## config.mk

```make
export PLATFORM = sky130hd
export DESIGN_NAME = aux_reply_parser
export DESIGN_NICKNAME = d
export VERILOG_FILES = /design/src/rtl/aux_reply_pkg.sv /design/src/rtl/aux_reply_fifo.sv /design/src/rtl/aux_reply_parser.sv
export SDC_FILE = /design/constraint.sdc
export NUM_CORES = 1
export LEC_CHECK = 0
export CORE_MARGIN = 5
export CORE_UTILIZATION = 60
export CTS_BUF_LIST = sky130_fd_sc_hd__clkbuf_2 sky130_fd_sc_hd__clkbuf_4 sky130_fd_sc_hd__clkbuf_8
export DETAILED_ROUTE_END_ITERATION = 10
export HOLD_SLACK_MARGIN = 0.1
export PLACE_DENSITY = 0.8
export SYNTH_ARGS = -nofsm -noshare
export SYNTH_HDL_FRONTEND = slang
export SYNTH_SLANG_ARGS = --single-unit
```

## constraint.sdc

```tcl
create_clock -name clk -period 2.35 [get_ports clk]
set_input_delay 0.3525 -clock clk [delete_from_list [all_inputs] [get_ports clk]]
set_output_delay 0.3525 -clock clk [all_outputs]
set_load 0.02 [all_outputs]
```

## src/rtl/aux_reply_pkg.sv

```systemverilog
// aux_reply_pkg: shared types and constants for the AUX reply parser.
//   ack_t   - decoded reply acknowledge code
//   state_t - burst-tracking FSM states
//   *_ACK_LSB - bit position of the 2-bit ack field in the header symbol
package aux_reply_pkg;

  typedef enum logic [1:0] {
    ACK   = 2'b00,
    NACK  = 2'b01,
    DEFER = 2'b10,
    RSVD  = 2'b11
  } ack_t;

  typedef enum logic [1:0] {
    IDLE = 2'b00,
    HDR  = 2'b01,
    DATA = 2'b10
  } state_t;

  localparam int NATIVE_ACK_LSB = 4;
  localparam int I2C_ACK_LSB    = 6;

endpackage

```

## src/rtl/aux_reply_fifo.sv

```systemverilog
// aux_reply_fifo: synchronous FIFO with wrap-bit pointers.
//   clk, rst      - clock, synchronous active-high reset (empties the FIFO)
//   wr_en/wr_data - write request; accepted when not full or when a pop
//                   happens in the same cycle
//   rd_en         - pop request; honoured only when not empty
//   rd_data       - head entry, 0 while empty
//   empty, full   - occupancy flags
module aux_reply_fifo #(
  parameter int DATA_W     = 8,
  parameter int FIFO_DEPTH = 16
) (
  input  logic              clk,
  input  logic              rst,
  input  logic              wr_en,
  input  logic [DATA_W-1:0] wr_data,
  input  logic              rd_en,
  output logic [DATA_W-1:0] rd_data,
  output logic              empty,
  output logic              full
);

  localparam int AW = $clog2(FIFO_DEPTH);

  logic [DATA_W-1:0] mem_r [FIFO_DEPTH];
  logic [AW:0]       wr_ptr_r;
  logic [AW:0]       rd_ptr_r;
  logic              empty_s;
  logic              full_s;
  logic              wr_ok_s;
  logic              rd_ok_s;

  // Same index with opposite wrap bits means the write pointer lapped the read pointer.
  assign empty_s = (wr_ptr_r == rd_ptr_r);
  assign full_s  = (wr_ptr_r[AW] != rd_ptr_r[AW]) &&
                   (wr_ptr_r[AW-1:0] == rd_ptr_r[AW-1:0]);
  // A full FIFO still takes a write when the head leaves in the same cycle.
  assign wr_ok_s = wr_en && (!full_s || rd_en);
  assign rd_ok_s = rd_en && !empty_s;

  // Pointer update.
  always_ff @(posedge clk) begin
    if (rst) begin
      wr_ptr_r <= {(AW+1){1'b0}};
      rd_ptr_r <= {(AW+1){1'b0}};
    end else begin
      if (wr_ok_s) begin
        wr_ptr_r <= wr_ptr_r + {{AW{1'b0}}, 1'b1};
      end
      if (rd_ok_s) begin
        rd_ptr_r <= rd_ptr_r + {{AW{1'b0}}, 1'b1};
      end
    end
  end

  // Storage write; contents need no reset because the head is masked while empty.
  always_ff @(posedge clk) begin
    if (wr_ok_s) begin
      mem_r[wr_ptr_r[AW-1:0]] <= wr_data;
    end
  end

  // Head output from stored state only, forced to 0 when empty.
  always_comb begin
    if (empty_s) begin
      rd_data = {DATA_W{1'b0}};
    end else begin
      rd_data = mem_r[rd_ptr_r[AW-1:0]];
    end
  end

  assign empty = empty_s;
  assign full  = full_s;

endmodule

```

## src/rtl/aux_reply_parser.sv

```systemverilog
// aux_reply_parser: splits AUX reply bursts into a decoded ack header and a
// buffered data stream, with byte counting and length/reserved/overflow flags.
//   clk, rst             - clock, synchronous active-high reset
//   aux_in, aux_in_vld   - received symbols; vld high for a whole burst
//   aux_ctrl_i2c_native  - 1 = I2C-over-AUX header layout (sampled on header)
//   exp_len              - expected data byte count (sampled on header)
//   reply_ack(_vld)      - decoded ack, pulse when header decoded
//   reply_dec_i2c_native - mode of current/last reply
//   reply_data(_vld/_rdy)- FIFO head stream with consumer handshake
//   reply_done           - end-of-burst pulse with reply_byte_cnt, reply_len_err
//   reply_rsvd_err       - reserved ack code, with reply_ack_vld
//   reply_ovf            - sticky byte-drop flag, cleared by the next header
module aux_reply_parser
  import aux_reply_pkg::*;
#(
  parameter int DATA_W     = 8,
  parameter int FIFO_DEPTH = 16,
  parameter int CNT_W      = 5
) (
  input  logic              clk,
  input  logic              rst,
  input  logic [DATA_W-1:0] aux_in,
  input  logic              aux_in_vld,
  input  logic              aux_ctrl_i2c_native,
  input  logic [CNT_W-1:0]  exp_len,
  output logic [1:0]        reply_ack,
  output logic              reply_ack_vld,
  output logic              reply_dec_i2c_native,
  output logic [DATA_W-1:0] reply_data,
  output logic              reply_data_vld,
  input  logic              reply_data_rdy,
  output logic              reply_done,
  output logic [CNT_W-1:0]  reply_byte_cnt,
  output logic              reply_len_err,
  output logic              reply_rsvd_err,
  output logic              reply_ovf
);

  state_t             state_r;
  state_t             state_nxt_s;
  logic               hdr_s;
  logic               push_s;
  logic               done_s;
  ack_t               ack_s;

  ack_t               ack_r;
  logic               ack_vld_r;
  logic               i2c_r;
  logic [CNT_W-1:0]   exp_len_r;
  logic [CNT_W-1:0]   cnt_r;
  logic               done_r;
  logic [CNT_W-1:0]   byte_cnt_r;
  logic               len_err_r;
  logic               rsvd_err_r;
  logic               ovf_r;

  logic               fifo_empty_s;
  logic               fifo_full_s;
  logic               pop_s;

  // Ack field position depends on the reply mode presented with the header.
  always_comb begin
    if (aux_ctrl_i2c_native) begin
      ack_s = ack_t'(aux_in[I2C_ACK_LSB +: 2]);
    end else begin
      ack_s = ack_t'(aux_in[NATIVE_ACK_LSB +: 2]);
    end
  end

  // FSM state register.
  always_ff @(posedge clk) begin
    if (rst) begin
      state_r <= IDLE;
    end else begin
      state_r <= state_nxt_s;
    end
  end

  // FSM next state and per-cycle symbol classification.
  always_comb begin
    state_nxt_s = state_r;
    hdr_s       = 1'b0;
    push_s      = 1'b0;
    done_s      = 1'b0;
    case (state_r)
      IDLE: begin
        if (aux_in_vld) begin
          state_nxt_s = HDR;
          hdr_s       = 1'b1;
        end else begin
          state_nxt_s = IDLE;
        end
      end
      HDR, DATA: begin
        if (aux_in_vld) begin
          state_nxt_s = DATA;
          push_s      = 1'b1;
        end else begin
          state_nxt_s = IDLE;
          done_s      = 1'b1;
        end
      end
      default: begin
        state_nxt_s = IDLE;
      end
    endcase
  end

  // Head is popped whenever it is presented and the consumer is ready.
  assign pop_s = reply_data_rdy && !fifo_empty_s;

  // Header capture, byte counting and status flags.
  always_ff @(posedge clk) begin
    if (rst) begin
      ack_r      <= ACK;
      ack_vld_r  <= 1'b0;
      i2c_r      <= 1'b0;
      exp_len_r  <= {CNT_W{1'b0}};
      cnt_r      <= {CNT_W{1'b0}};
      done_r     <= 1'b0;
      byte_cnt_r <= {CNT_W{1'b0}};
      len_err_r  <= 1'b0;
      rsvd_err_r <= 1'b0;
      ovf_r      <= 1'b0;
    end else begin
      ack_vld_r  <= hdr_s;
      rsvd_err_r <= hdr_s && (ack_s == RSVD);
      if (hdr_s) begin
        ack_r     <= ack_s;
        i2c_r     <= aux_ctrl_i2c_native;
        exp_len_r <= exp_len;
        cnt_r     <= {CNT_W{1'b0}};
        ovf_r     <= 1'b0;
      end else begin
        // Counter saturates so a runaway burst cannot alias a short one.
        if (push_s && (cnt_r != {CNT_W{1'b1}})) begin
          cnt_r <= cnt_r + {{(CNT_W-1){1'b0}}, 1'b1};
        end
        // A full FIFO implies non-empty, so the only rescue is a same-cycle pop.
        if (push_s && fifo_full_s && !pop_s) begin
          ovf_r <= 1'b1;
        end
      end
      done_r     <= done_s;
      byte_cnt_r <= done_s ? cnt_r : {CNT_W{1'b0}};
      len_err_r  <= done_s && (ack_r == ACK) && (cnt_r != exp_len_r);
    end
  end

  aux_reply_fifo #(
    .DATA_W     (DATA_W),
    .FIFO_DEPTH (FIFO_DEPTH)
  ) u_fifo (
    .clk     (clk),
    .rst     (rst),
    .wr_en   (push_s),
    .wr_data (aux_in),
    .rd_en   (pop_s),
    .rd_data (reply_data),
    .empty   (fifo_empty_s),
    .full    (fifo_full_s)
  );

  assign reply_ack            = ack_r;
  assign reply_ack_vld        = ack_vld_r;
  assign reply_dec_i2c_native = i2c_r;
  assign reply_data_vld       = !fifo_empty_s;
  assign reply_done           = done_r;
  assign reply_byte_cnt       = byte_cnt_r;
  assign reply_len_err        = len_err_r;
  assign reply_rsvd_err       = rsvd_err_r;
  assign reply_ovf            = ovf_r;

endmodule

```

==> results.md <==
- CTS tree: yes
- Worst path max stage delay: 500 ps
- Min Clock Period, post-route: 2450 ps
- Final Hold Violating Endpoints: 0
- Fmax: 0.409 GHz
- Final nets: 532
- Antenna diodes: 0
- Overall Power: 5.88 mW
- Max clock buf depth: 2
- Sw frac: 23.6%
- Failing checks: setup timing
- Placer Congestion: 0.810
- Area occupied by multi-input gates: 2110 sq um
- Syn avg cell area: 16.1 sq um
- Clock latency on the worst-skew pair: 440 ps
- Number of synthesized flops with an enable pin: 128
- Setup TNS: -290 ps
- Cell Int Power: 4.49 mW
- Clock transition at path regs: 90 ps
- Drt pass-1 iters: 5
- RSZ-0062 raised after global routing: true
- Fill cells: 673
- CP max stage cell: mux4_2
- Setup Skew: 11.4 ps
- Vias in the first global route: roughly 4.1k
- WS Path Type: reg2out
- Min-Delay Path Class: reg2reg
- # rows: 38
- Ys Warns: 0
- Setup crit start kind: flop
- WL per Instance: 21.3 um
- Synth Register Bits: 167
- Top cells by area, synth: edfxtp_1 57%, dfxtp_1 11%, mux4_2 8.0%
- Final worst slack: -95.1 ps
- Input/output buffers: 39
- Fraction of layout cells with a size suffix above 1: about 28%
- Net Switching: 1.39 mW
- Post-synthesis sequential area ratio: 68.1%
- P per Cell Area: 725 nW/um^2
- Starting density of the core: 61.9%
- Reg power frac: 54.8%
- Main synth FF type: edfxtp_1
- Die Ht: 116 um
- Arr. time, crit path: 2090 ps
- Max Cap Viol: 0
- Area leader, netlist: edfxtp_1
- Critical Path RT: 2000 ps
- Core area: 11000 sq um
- Final clock period utilization by the worst path: 104%
- Via count: 3978
- Fin. max-slew vios: 0
- Most numerous cell in the Yosys netlist: edfxtp_1
- Grt total ovfl: 0
- Clock power share: 34.5%
- Final setup violation count: 7
- LEAKAGE: roughly 2.8 nW
- Status: complete, but fails checks
- Post-route insts no fill: around 660
- TritonCTS buffer count: 17
- Post-route ant nets: 0
- Detail Placement HPWL: 9.18 mm
- Vias/cell: 6.05
- Dpl cells: approximately 620
- Unique cell type count in the Yosys netlist: 45
- # IOs: 40
- Post-Route WL: approximately 14 mm
- Yosys top cell area share: 56.6%
- Starting DRT DRC Count: 359
- Worst IR Drop VDD: 0.000458 V
- Layout area overhead: 19.3%
- Worst-Margin Slew: between 600 and 700 ps
- FFs w/ async S/R, synth: 0%
- Drt drc: 0
- Reg area: 4630 sq um
- Syn Std Cell Area: approximately 6800 sq um
- DIE AREA: 13600 sq um
- Gr usage total: between 20 and 25%
- Syn Inst Count: ~420
- Global-route wire length before repair: around 22 mm
- Post-synth net total: 450
- Clock root buffer: clkbuf_8
- Largest net degree at the start of global routing: 28
- Critical-path cell list: clkbuf_16 -> mux4_2 -> mux2i_1 -> or2_4 -> a21oi_4 -> buf_6
- Post-CTS Hold Buffers: 0
- Max FO, Critical Path: 4
- Slew HR: between 50% and 60%
- Top cells by count, synth: 128 x edfxtp_1, 39 x dfxtp_1, 27 x mux2i_1
- Logic pwr share: 10.7%
- H-tree Lvls: 4
- Clock Sinks: 167
- Crit end category: output port
- Chip Width: between 100 and 150 um
- Initial antenna violation count: 0
[path summary, 6_finish.rpt]
check | cells past startpoint | from | end | slack (ps)
max | 6 | flop | reply_data[4] | -100
min | 1 | reply_dec_i2c_native$_SDFFE_PP0P_ | reply_dec_i2c_native$_SDFFE_PP0P_ | 500
max reg2reg | 5 | u_fifo.rd_ptr_r[2]$_SDFFE_PP0P_ | u_fifo.mem_r[9][7]$_DFFE_PP_ | 320
min reg2reg | 1 | reply_dec_i2c_native$_SDFFE_PP0P_ | reply_dec_i2c_native$_SDFFE_PP0P_ | 500
[cells by family after synthesis]
kind of cell             after synthesis  synth area share, %
AO/OA/AOI/OAI                         44                 4.60
XOR/XNOR                              13                 1.79
adder cells (fa/ha/maj)                9                 1.66
buffers and inverters                 25                 2.10
flip-flops                           167                 68.1
multiplexers                          58                 13.1
AND/OR/NAND/NOR                      107                 8.69
[critical path: cells and delay by family, from the launching register on]
family	cells	cell delay, ps
mux	2	700
flops	1	410
buf+inv	2	310
simple gates	1	170
compound gates	1	60
[metal layers]
| layer | global-route usage, % | vias to the layer above | part of all wire [%] |
|---|---|---|---|
| met3 | 6.27 | 19 | 5.8 |
| met5 | 0 | - | 0 |
| met4 | 6.34 | 0 | 2.0 |
| met2 | 37.3 | 153 | 51 |
| li1 | - | 1791 | - |
| met1 | 29.0 | 2015 | 42 |
[through the flow]
step                hold WS (ps)  worst slack [ps]  area [sq um]  util (%)
detailed placement           478             -77.0          7540      68.7
global placement             476             -50.0          7540      68.7
finish                       495             -95.1          8100      73.8
global route                 464              -171          8100      73.8
CTS                          475              -147          7990      72.7
floorplan                    451               489          6790         -
[registers in the layout, summed over array words and instances (netlist names), 2 cells and up, named ones only]
register and flops:
reply_byte_cnt 5, reply_ack 2, exp_len_r 5, state_r 2, u_fifo.rd_ptr_r 5, u_fifo.wr_ptr_r 5, u_fifo.mem_r 128, cnt_r 5
[cells in the final DEF (no fill, tap or decap), types with 8 or more instances in the layout]
cell type,instances
edfxtp_1,128
buf_4,40
dfxtp_1,37
clkdlybuf4s50_1,30
mux2i_1,26
mux4_2,24
nor2_1,18
clkbuf_8,18
nand2_1,13
and3_1,13
nand3_1,11
nand2b_1,10
nor2b_1,9
ha_1,9
a21oi_1,8
[power by group through the flow]
| stage | logic (mW) | clock network, mW | registers (mW) |
|---|---|---|---|
| after global routing | 0.680 | 2.21 | 3.23 |
| after detailed placement | 0.554 | 0 | 3.29 |
| after floorplan | 0.335 | 0 | 3.29 |
| final | 0.628 | 2.03 | 3.22 |
| after CTS | 0.559 | 2.06 | 3.22 |
| after global placement | 0.538 | 0 | 3.29 |
[final cells by class]
class / count / area share, %
multi-input cells: 231 / 26.0
well taps: 140 / 2.16
clock buffers: 18 / 3.06
repair buffers: 81 / 9.51
flip-flops and latches: 167 / 57.1
clock inverters: 14 / 1.82
inverters: 7 / 0.324
[repair_timing]
action / CTS / global route
setup buffers: 1 / 5
endpoints found under the setup margin: 9 / 9
resized for setup: 48 / 21
pin swaps: 3 / 9
gates cloned: 1 / 1
Note: power is estimated with default switching activity, not from simulation.
